===== src/rtl/mario_motion.sv =====
`timescale 1ns/1ps
// Per-frame player motion: walking, jumping under gravity, ground/brick collision
// and right-edge scrolling, stepped once per synchronised rising edge of frame_clk.
module mario_motion #(
    parameter int X_START     = 100,
    parameter int Y_GROUND    = 400,
    parameter int X_MIN       = 16,
    parameter int SCROLL_EDGE = 300,
    parameter int STEP        = 2,
    parameter int JUMP_V      = 18,
    parameter int GRAV        = 1,
    parameter int VMAX        = 8,
    parameter int SIZE_X      = 12,
    parameter int SIZE_Y      = 16,
    parameter int BRICK_X0    = 230,
    parameter int BRICK_X1    = 320,
    parameter int BRICK_TOP   = 250,
    parameter int BRICK_BOT   = 280
) (
    input  logic       Clk,
    input  logic       Reset,
    input  logic       frame_clk,
    input  logic [7:0] keycode,
    output logic [9:0] BallX,
    output logic [9:0] BallY,
    output logic [9:0] Ball_size_X,
    output logic [9:0] Ball_size_Y,
    output logic [5:0] logx,
    output logic       airborne,
    output logic [1:0] state_dbg
);

    localparam logic [1:0] ST_GROUND = 2'd0;
    localparam logic [1:0] ST_RISE   = 2'd1;
    localparam logic [1:0] ST_FALL   = 2'd2;

    localparam logic [7:0] KEY_LEFT  = 8'h04;
    localparam logic [7:0] KEY_RIGHT = 8'h07;
    localparam logic [7:0] KEY_JUMP  = 8'h1A;

    localparam logic [10:0] P_X_MIN       = 11'(X_MIN);
    localparam logic [10:0] P_SCROLL_EDGE = 11'(SCROLL_EDGE);
    localparam logic [10:0] P_STEP        = 11'(STEP);
    localparam logic [10:0] P_GRAV        = 11'(GRAV);
    localparam logic [10:0] P_VMAX        = 11'(VMAX);
    localparam logic [10:0] P_SIZE_Y      = 11'(SIZE_Y);
    localparam logic [10:0] P_Y_GROUND    = 11'(Y_GROUND);
    localparam logic [10:0] P_BRICK_X0    = 11'(BRICK_X0);
    localparam logic [10:0] P_BRICK_X1    = 11'(BRICK_X1);
    localparam logic [10:0] P_BRICK_TOP   = 11'(BRICK_TOP);
    localparam logic [10:0] P_BRICK_BOT   = 11'(BRICK_BOT);
    localparam logic [10:0] P_LOGX_MAX    = 11'd62;

    logic        fsync1, fsync2, fdly, tick;
    logic [1:0]  state, state_nxt;
    logic [5:0]  vy, vy_nxt;
    logic [9:0]  x_nxt, y_nxt;
    logic [5:0]  l_nxt;
    logic [10:0] x_ext, y_ext, v_ext, l_sum, world;
    logic [10:0] y_rise, v_fall, y_fall;
    logic        on_brick;

    assign Ball_size_X = 10'(SIZE_X);
    assign Ball_size_Y = 10'(SIZE_Y);
    assign state_dbg   = state;

    // frame_clk comes from another clock domain; two flops resync, the third finds the edge.
    always_ff @(posedge Clk or negedge Reset) begin
        if (!Reset) begin
            fsync1 <= 1'b0;
            fsync2 <= 1'b0;
            fdly   <= 1'b0;
        end else begin
            fsync1 <= frame_clk;
            fsync2 <= fsync1;
            fdly   <= fsync2;
        end
    end

    assign tick  = fsync2 & ~fdly;
    assign x_ext = 11'(BallX);
    assign y_ext = 11'(BallY);
    assign v_ext = 11'(vy);

    always_comb begin
        x_nxt = BallX;
        l_nxt = logx;
        l_sum = 11'(logx) + P_STEP;
        if (keycode == KEY_LEFT) begin
            if (x_ext >= P_X_MIN + P_STEP) x_nxt = 10'(x_ext - P_STEP);
            else                           x_nxt = 10'(P_X_MIN);
        end else if (keycode == KEY_RIGHT) begin
            if (x_ext + P_STEP <= P_SCROLL_EDGE) x_nxt = 10'(x_ext + P_STEP);
            else if (l_sum > P_LOGX_MAX)         l_nxt = 6'(P_LOGX_MAX);
            else                                 l_nxt = 6'(l_sum);
        end
    end

    // Brick overlap is judged in world coordinates after this tick's horizontal move.
    assign world    = 11'(x_nxt) + 11'(l_nxt);
    assign on_brick = (world > P_BRICK_X0) && (world < P_BRICK_X1);

    always_comb begin
        state_nxt = state;
        vy_nxt    = vy;
        y_nxt     = BallY;
        y_rise    = y_ext - v_ext;
        v_fall    = (v_ext + P_GRAV > P_VMAX) ? P_VMAX : v_ext + P_GRAV;
        y_fall    = y_ext + v_fall;
        case (state)
            ST_GROUND: begin
                if (keycode == KEY_JUMP) begin
                    state_nxt = ST_RISE;
                    vy_nxt    = 6'(JUMP_V);
                end else if ((y_ext == P_BRICK_TOP - P_SIZE_Y) && !on_brick) begin
                    state_nxt = ST_FALL;
                    vy_nxt    = '0;
                end
            end
            ST_RISE: begin
                // Head bump: head was below the brick underside and crosses it this frame.
                if (on_brick && (y_ext >= P_BRICK_BOT + P_SIZE_Y) &&
                    (y_rise < P_BRICK_BOT + P_SIZE_Y)) begin
                    y_nxt     = 10'(P_BRICK_BOT + P_SIZE_Y);
                    vy_nxt    = '0;
                    state_nxt = ST_FALL;
                end else begin
                    y_nxt = 10'(y_rise);
                    if (v_ext <= P_GRAV) begin
                        vy_nxt    = '0;
                        state_nxt = ST_FALL;
                    end else begin
                        vy_nxt = 6'(v_ext - P_GRAV);
                    end
                end
            end
            ST_FALL: begin
                if (on_brick && (y_ext + P_SIZE_Y <= P_BRICK_TOP) &&
                    (y_fall + P_SIZE_Y >= P_BRICK_TOP)) begin
                    y_nxt     = 10'(P_BRICK_TOP - P_SIZE_Y);
                    vy_nxt    = '0;
                    state_nxt = ST_GROUND;
                end else if (y_fall + P_SIZE_Y >= P_Y_GROUND) begin
                    y_nxt     = 10'(P_Y_GROUND - P_SIZE_Y);
                    vy_nxt    = '0;
                    state_nxt = ST_GROUND;
                end else begin
                    y_nxt  = 10'(y_fall);
                    vy_nxt = 6'(v_fall);
                end
            end
            default: begin
                state_nxt = ST_GROUND;
                vy_nxt    = '0;
            end
        endcase
    end

    always_ff @(posedge Clk or negedge Reset) begin
        if (!Reset) begin
            BallX    <= 10'(X_START);
            BallY    <= 10'(Y_GROUND - SIZE_Y);
            logx     <= '0;
            vy       <= '0;
            state    <= ST_GROUND;
            airborne <= 1'b0;
        end else if (tick) begin
            BallX    <= x_nxt;
            BallY    <= y_nxt;
            logx     <= l_nxt;
            vy       <= vy_nxt;
            state    <= state_nxt;
            airborne <= (state_nxt != ST_GROUND);
        end
    end

endmodule

===== config.mk =====
export PLATFORM = sky130hd
export DESIGN_NAME = mario_motion
export DESIGN_NICKNAME = d
export VERILOG_FILES = /design/src/rtl/mario_motion.sv
export SDC_FILE = /design/constraint.sdc
export NUM_CORES = 1
export LEC_CHECK = 0
export ABC_AREA = 1
export CAP_MARGIN = 20
export CORE_MARGIN = 5
export CORE_UTILIZATION = 58
export CTS_BUF_LIST = sky130_fd_sc_hd__clkbuf_4
export DETAILED_ROUTE_END_ITERATION = 8
export GPL_TIMING_DRIVEN = 0
export PLACE_DENSITY = 0.81
export SYNTH_ARGS = -nofsm -noshare
export SYNTH_HDL_FRONTEND = slang
export SYNTH_SLANG_ARGS = --single-unit
export TNS_END_PERCENT = 100

===== constraint.sdc =====
create_clock -name Clk -period 5.1 [get_ports Clk]
set_clock_uncertainty 0.05 [all_clocks]
set_input_delay 1.02 -clock Clk [delete_from_list [all_inputs] [get_ports Clk]]
set_output_delay 1.02 -clock Clk [all_outputs]
set_load 0.02 [all_outputs]

==> results by stage <==
Place:
- The wire-length estimate of the detail-placed layout is 8954 um.
- The worst setup timing slack at the placement stage is -0.4292 ns.
- The count of buffers added on input and output ports is 39.
- The congestion estimate from routability-driven global placement came to 0.9340.

Power and ir drop:
- The part of the power in combinational logic is 0.690.
- The internal portion of the total power is 0.001195 W.
- Summed over all cells, the static leakage comes to 2.537 nW.
- The fraction of power spent switching nets is 0.5337.
- In this run the power spent charging and discharging nets is 0.001367 W.
- The share of total power in sequential cells is 0.203.
- Power spread over the standard cell area amounts to 506.8 nW/um^2.
- The share of total power dissipated in the clock network is 0.106.
- The worst voltage drop across the vdd grid is 0.3968 mV.

Drt:
- Once detail routing completed, the nets flagged for antenna violations numbered 0.
- In the routed design, unresolved DRC markers number 0.
- The count of vias placed by the detailed router is 4418.
- The number of vias per cell is 5.388.
- The first detailed-routing pass took 5 iterations.
- The routed length per placed instance is 14.08 um.
- The routed wire length is 11540 um.
- The number of violations reported at the end of detailed-routing iteration 0 is 164.

Logic synthesis:
- By area the synthesized netlist is led by sky130_fd_sc_hd__dfrtp_1 19%, sky130_fd_sc_hd__nand2_1 14%, sky130_fd_sc_hd__ha_1 10%, sky130_fd_sc_hd__inv_1 7.0%, sky130_fd_sc_hd__nand3_1 5.0%.
- The count of mapped cells out of synthesis is 651.
- Counting flops with an async set or reset pin after synthesis yields a share of 1.000.
- The synthesized netlist occupies a cell area of 4308 sq um.
- In this run the mean area of a mapped cell was 6.617 sq um.
- In the synthesized netlist the dominant register cell turns out to be sky130_fd_sc_hd__dfrtp_1.
- The netlist uses 45 different library cells.
- In this run, synthesis produced a sequential element count of 38.
- The area share of the largest cell type after synthesis is 0.1917.
- The number of enable-type register cells in the synthesized netlist is 0.
- The share of the Yosys chip area taken by registers is 0.2222.
- The count of synthesis-stage warnings from yosys is 0.
- sky130_fd_sc_hd__dfrtp_1 takes more of the synthesized area than any other cell.

Timing:
- For the pin with the worst max-slew slack, the measured transition is 0.5688 ns.
- The max-slew violation count is 0.
- The final-report setup violation count is 0.
- The hold violation count in the final report is 0.
- The relative slew slack is 0.6183.
- Timing would allow up to 212.2 MHz.
- Dividing the final minimum period by the clock period gives 0.9241.
- The final critical path time including I/O delays and setup is 4.713 ns.
- The final worst hold slack is 0.3222 ns.
- The final critical-path setup slack is 0.3869 ns.

Floorplan:
- The initial cell density of the core is 0.5939.
- From bottom edge to top edge, the die measures 96.18 um.
- The area of the die is 9251 sq um.
- The count of standard-cell rows is 31.
- In this run the count of I/O pins placed on the die edge is 60.
- The floorplan step defined a core boundary enclosing 7253 sq um.
- From left edge to right edge, the die measures 96.18 um.

Worst setup path:
- Along the worst path, the maximum fanout reaches 10.
- At the worst endpoint, the required time is 5.28 ns.
- STA classifies the critical path endpoint as a register.
- For flop-to-flop paths, the worst setup slack is 0.45 ns.
- The worst setup path is launched from a primary input.
- For this design, the slowest cell found on the critical path is sky130_fd_sc_hd__fa_1.
- The maximum cell stage delay along the critical path is 0.45 ns.
- The critical path arrival is 4.89 ns.
- The critical path in this run is classified as in -> reg.

Clocking:
- CTS placed an instance of sky130_fd_sc_hd__clkbuf_4 at the clock tree root.
- Counting every sink on the clock net gives 38.
- The clock tree synthesis step divided the H-tree into 2 levels.
- The total clock buffers created by CTS is 5.
- After clock tree synthesis, the clock-pin slew on the worst setup and hold paths is 0.13 ns.
- The clock reaches the later pin of the worst-skew pair after 0.36 ns.
- TritonCTS built the clock tree.
- In this run, post-CTS hold repair placed 0 buffers.
- The maximum buffer depth of the clock tree is 2.

Global route:
- The maximum number of pins on one net before global-route repair is 26.
- The number of global-route vias before repair was 4264.
- The number of antenna violations at the first check in global routing is 0.
- After global routing the overflow that remains totals 0.
- In the global route stage, overall resource usage came out at 0.2575.
- The global-route wire length before repair is 18950 um.

Cells and area:
- The fraction of layout cells with a size suffix above 1 is 0.1151.
- The net count of the finished layout is 769.
- Relative to the synthesized area, the layout overhead comes to 17.34%.
- The number of antenna diodes in the final layout is 0.
- The utilization of the core after routing is 0.6969.

Status:
- The run finished with clean final reports.

Flow run:
- The number of max-cap violations is 0.

Worst hold path:
- In this run the worst hold path is classified as reg -> reg.
path summary, 6_finish.rpt:
path	from	to	cells past startpoint
max	keycode[7]	state_dbg[1]	27
min in group asynchronous	Reset	BallY[0]	1
max reg2reg	vy[0]	state_dbg[1]	28
min reg2reg	fsync1	fsync2	0
min	fsync1	fsync2	0
max in group asynchronous	Reset	BallY[8]	2
cells in the final DEF (no fill, tap or decap), types with 6 or more instances in the layout:
master,instances
sky130_fd_sc_hd__nand3_2,7
sky130_fd_sc_hd__o21ai_1,17
sky130_fd_sc_hd__clkdlybuf4s50_1,38
sky130_fd_sc_hd__conb_1,23
sky130_fd_sc_hd__o211ai_1,10
sky130_fd_sc_hd__inv_1,80
sky130_fd_sc_hd__dfrtp_1,33
sky130_fd_sc_hd__clkbuf_1,7
sky130_fd_sc_hd__nand2_2,11
sky130_fd_sc_hd__nor3_1,7
sky130_fd_sc_hd__ha_1,35
sky130_fd_sc_hd__o21ai_0,35
sky130_fd_sc_hd__a21oi_1,30
sky130_fd_sc_hd__nor2_1,52
sky130_fd_sc_hd__xnor2_1,6
sky130_fd_sc_hd__nand2_1,162
sky130_fd_sc_hd__nor2_2,7
sky130_fd_sc_hd__nand3_1,43
sky130_fd_sc_hd__xor2_1,21
sky130_fd_sc_hd__nand4_1,13
sky130_fd_sc_hd__buf_4,22
state kept, by name, indices dropped and copies added, names as in the netlist:
| signal | count |
|---|---|
| fsync2 | 1 |
| fsync1 | 1 |
| state_dbg | 2 |
| vy | 6 |
| BallX | 10 |
| BallY | 10 |
| airborne | 1 |
| logx | 6 |
| fdly | 1 |
timing repair:
action	4_1_cts	5_1_grt
buffers inserted	1	0
resized for setup	0	8
pin swaps	1	1
setup endpoints to repair	3	18
endpoints found under the hold margin	0	0
logic make-up after synthesis:
logic type,share of synthesized area
flops,0.2222
xor+xnor,0.06070
other cells,0.001743
buf+inv,0.1284
compound gates,0.1467
fa+ha+maj,0.1156
simple gates,0.3247
worst max-delay path: cells and delay by family:
kind            cells  cell delay, ns
buf+inv             5            0.92
simple gates       16            1.71
fa+ha+maj           2            0.68
compound gates      4            0.54
power groups by stage:
stage | clock network, W | registers, W | logic [W]
2_1_floorplan | 0 | 0.000572 | 0.00119
3_3_place_gp | 0 | 0.000520 | 0.00168
3_5_place_dp | 0 | 0.000523 | 0.00172
4_1_cts | 0.000274 | 0.000518 | 0.00174
5_1_grt | 0.000289 | 0.000537 | 0.00197
6_report | 0.000273 | 0.000521 | 0.00177
per-layer routing:
| metal | vias up | global-route usage | share of wire |
|---|---|---|---|
| met5 | - | 0 | 0 |
| met4 | 0 | 0.09834 | 0.031 |
| met3 | 31 | 0.03127 | 0.040 |
| met2 | 108 | 0.4646 | 0.51 |
| met1 | 2053 | 0.3091 | 0.42 |
| li1 | 2226 | - | - |
cells in the mapped netlist, types with 3 or more instances:
cell / n
sky130_fd_sc_hd__nand4_1: 13
sky130_fd_sc_hd__nand2_1: 163
sky130_fd_sc_hd__buf_6: 3
sky130_fd_sc_hd__o211ai_1: 10
sky130_fd_sc_hd__dfstp_2: 5
sky130_fd_sc_hd__nand3_2: 7
sky130_fd_sc_hd__xor2_1: 22
sky130_fd_sc_hd__inv_2: 5
sky130_fd_sc_hd__a22oi_1: 4
sky130_fd_sc_hd__dfrtp_1: 33
sky130_fd_sc_hd__nor2_1: 55
sky130_fd_sc_hd__o21ai_0: 36
sky130_fd_sc_hd__buf_4: 21
sky130_fd_sc_hd__ha_1: 35
sky130_fd_sc_hd__o21ai_1: 16
sky130_fd_sc_hd__nor2_2: 4
sky130_fd_sc_hd__fa_1: 3
sky130_fd_sc_hd__a31oi_1: 4
sky130_fd_sc_hd__a21oi_1: 32
sky130_fd_sc_hd__nor3_1: 7
sky130_fd_sc_hd__xnor2_1: 6
sky130_fd_sc_hd__inv_1: 80
sky130_fd_sc_hd__nand3_1: 43
sky130_fd_sc_hd__clkbuf_1: 7
sky130_fd_sc_hd__nand2_2: 10
stage by stage:
stage	area, sq um	setup TNS (ns)	total power, W	std cells
floorplan	4387	0	0.001758	672
global placement	4901	-4.447	0.002203	810
detailed placement	4916	-6.195	0.002246	811
CTS	5030	0	0.002530	820
global route	5055	-0.06384	0.002794	820
finish	5055	0	0.002562	820
final cells by class:
class	count	area (sq um)
Tap cell	99	123.9
Multi-Input combinational cell	514	2902
Inverter	86	322.8
Fill cell	655	2198
Buffer	34	230.2
Timing Repair Buffer	41	412.9
Clock inverter	3	68.82
Clock buffer	5	37.54
Sequential cell	38	957.2
Note: power is estimated with default switching activity, not from simulation.
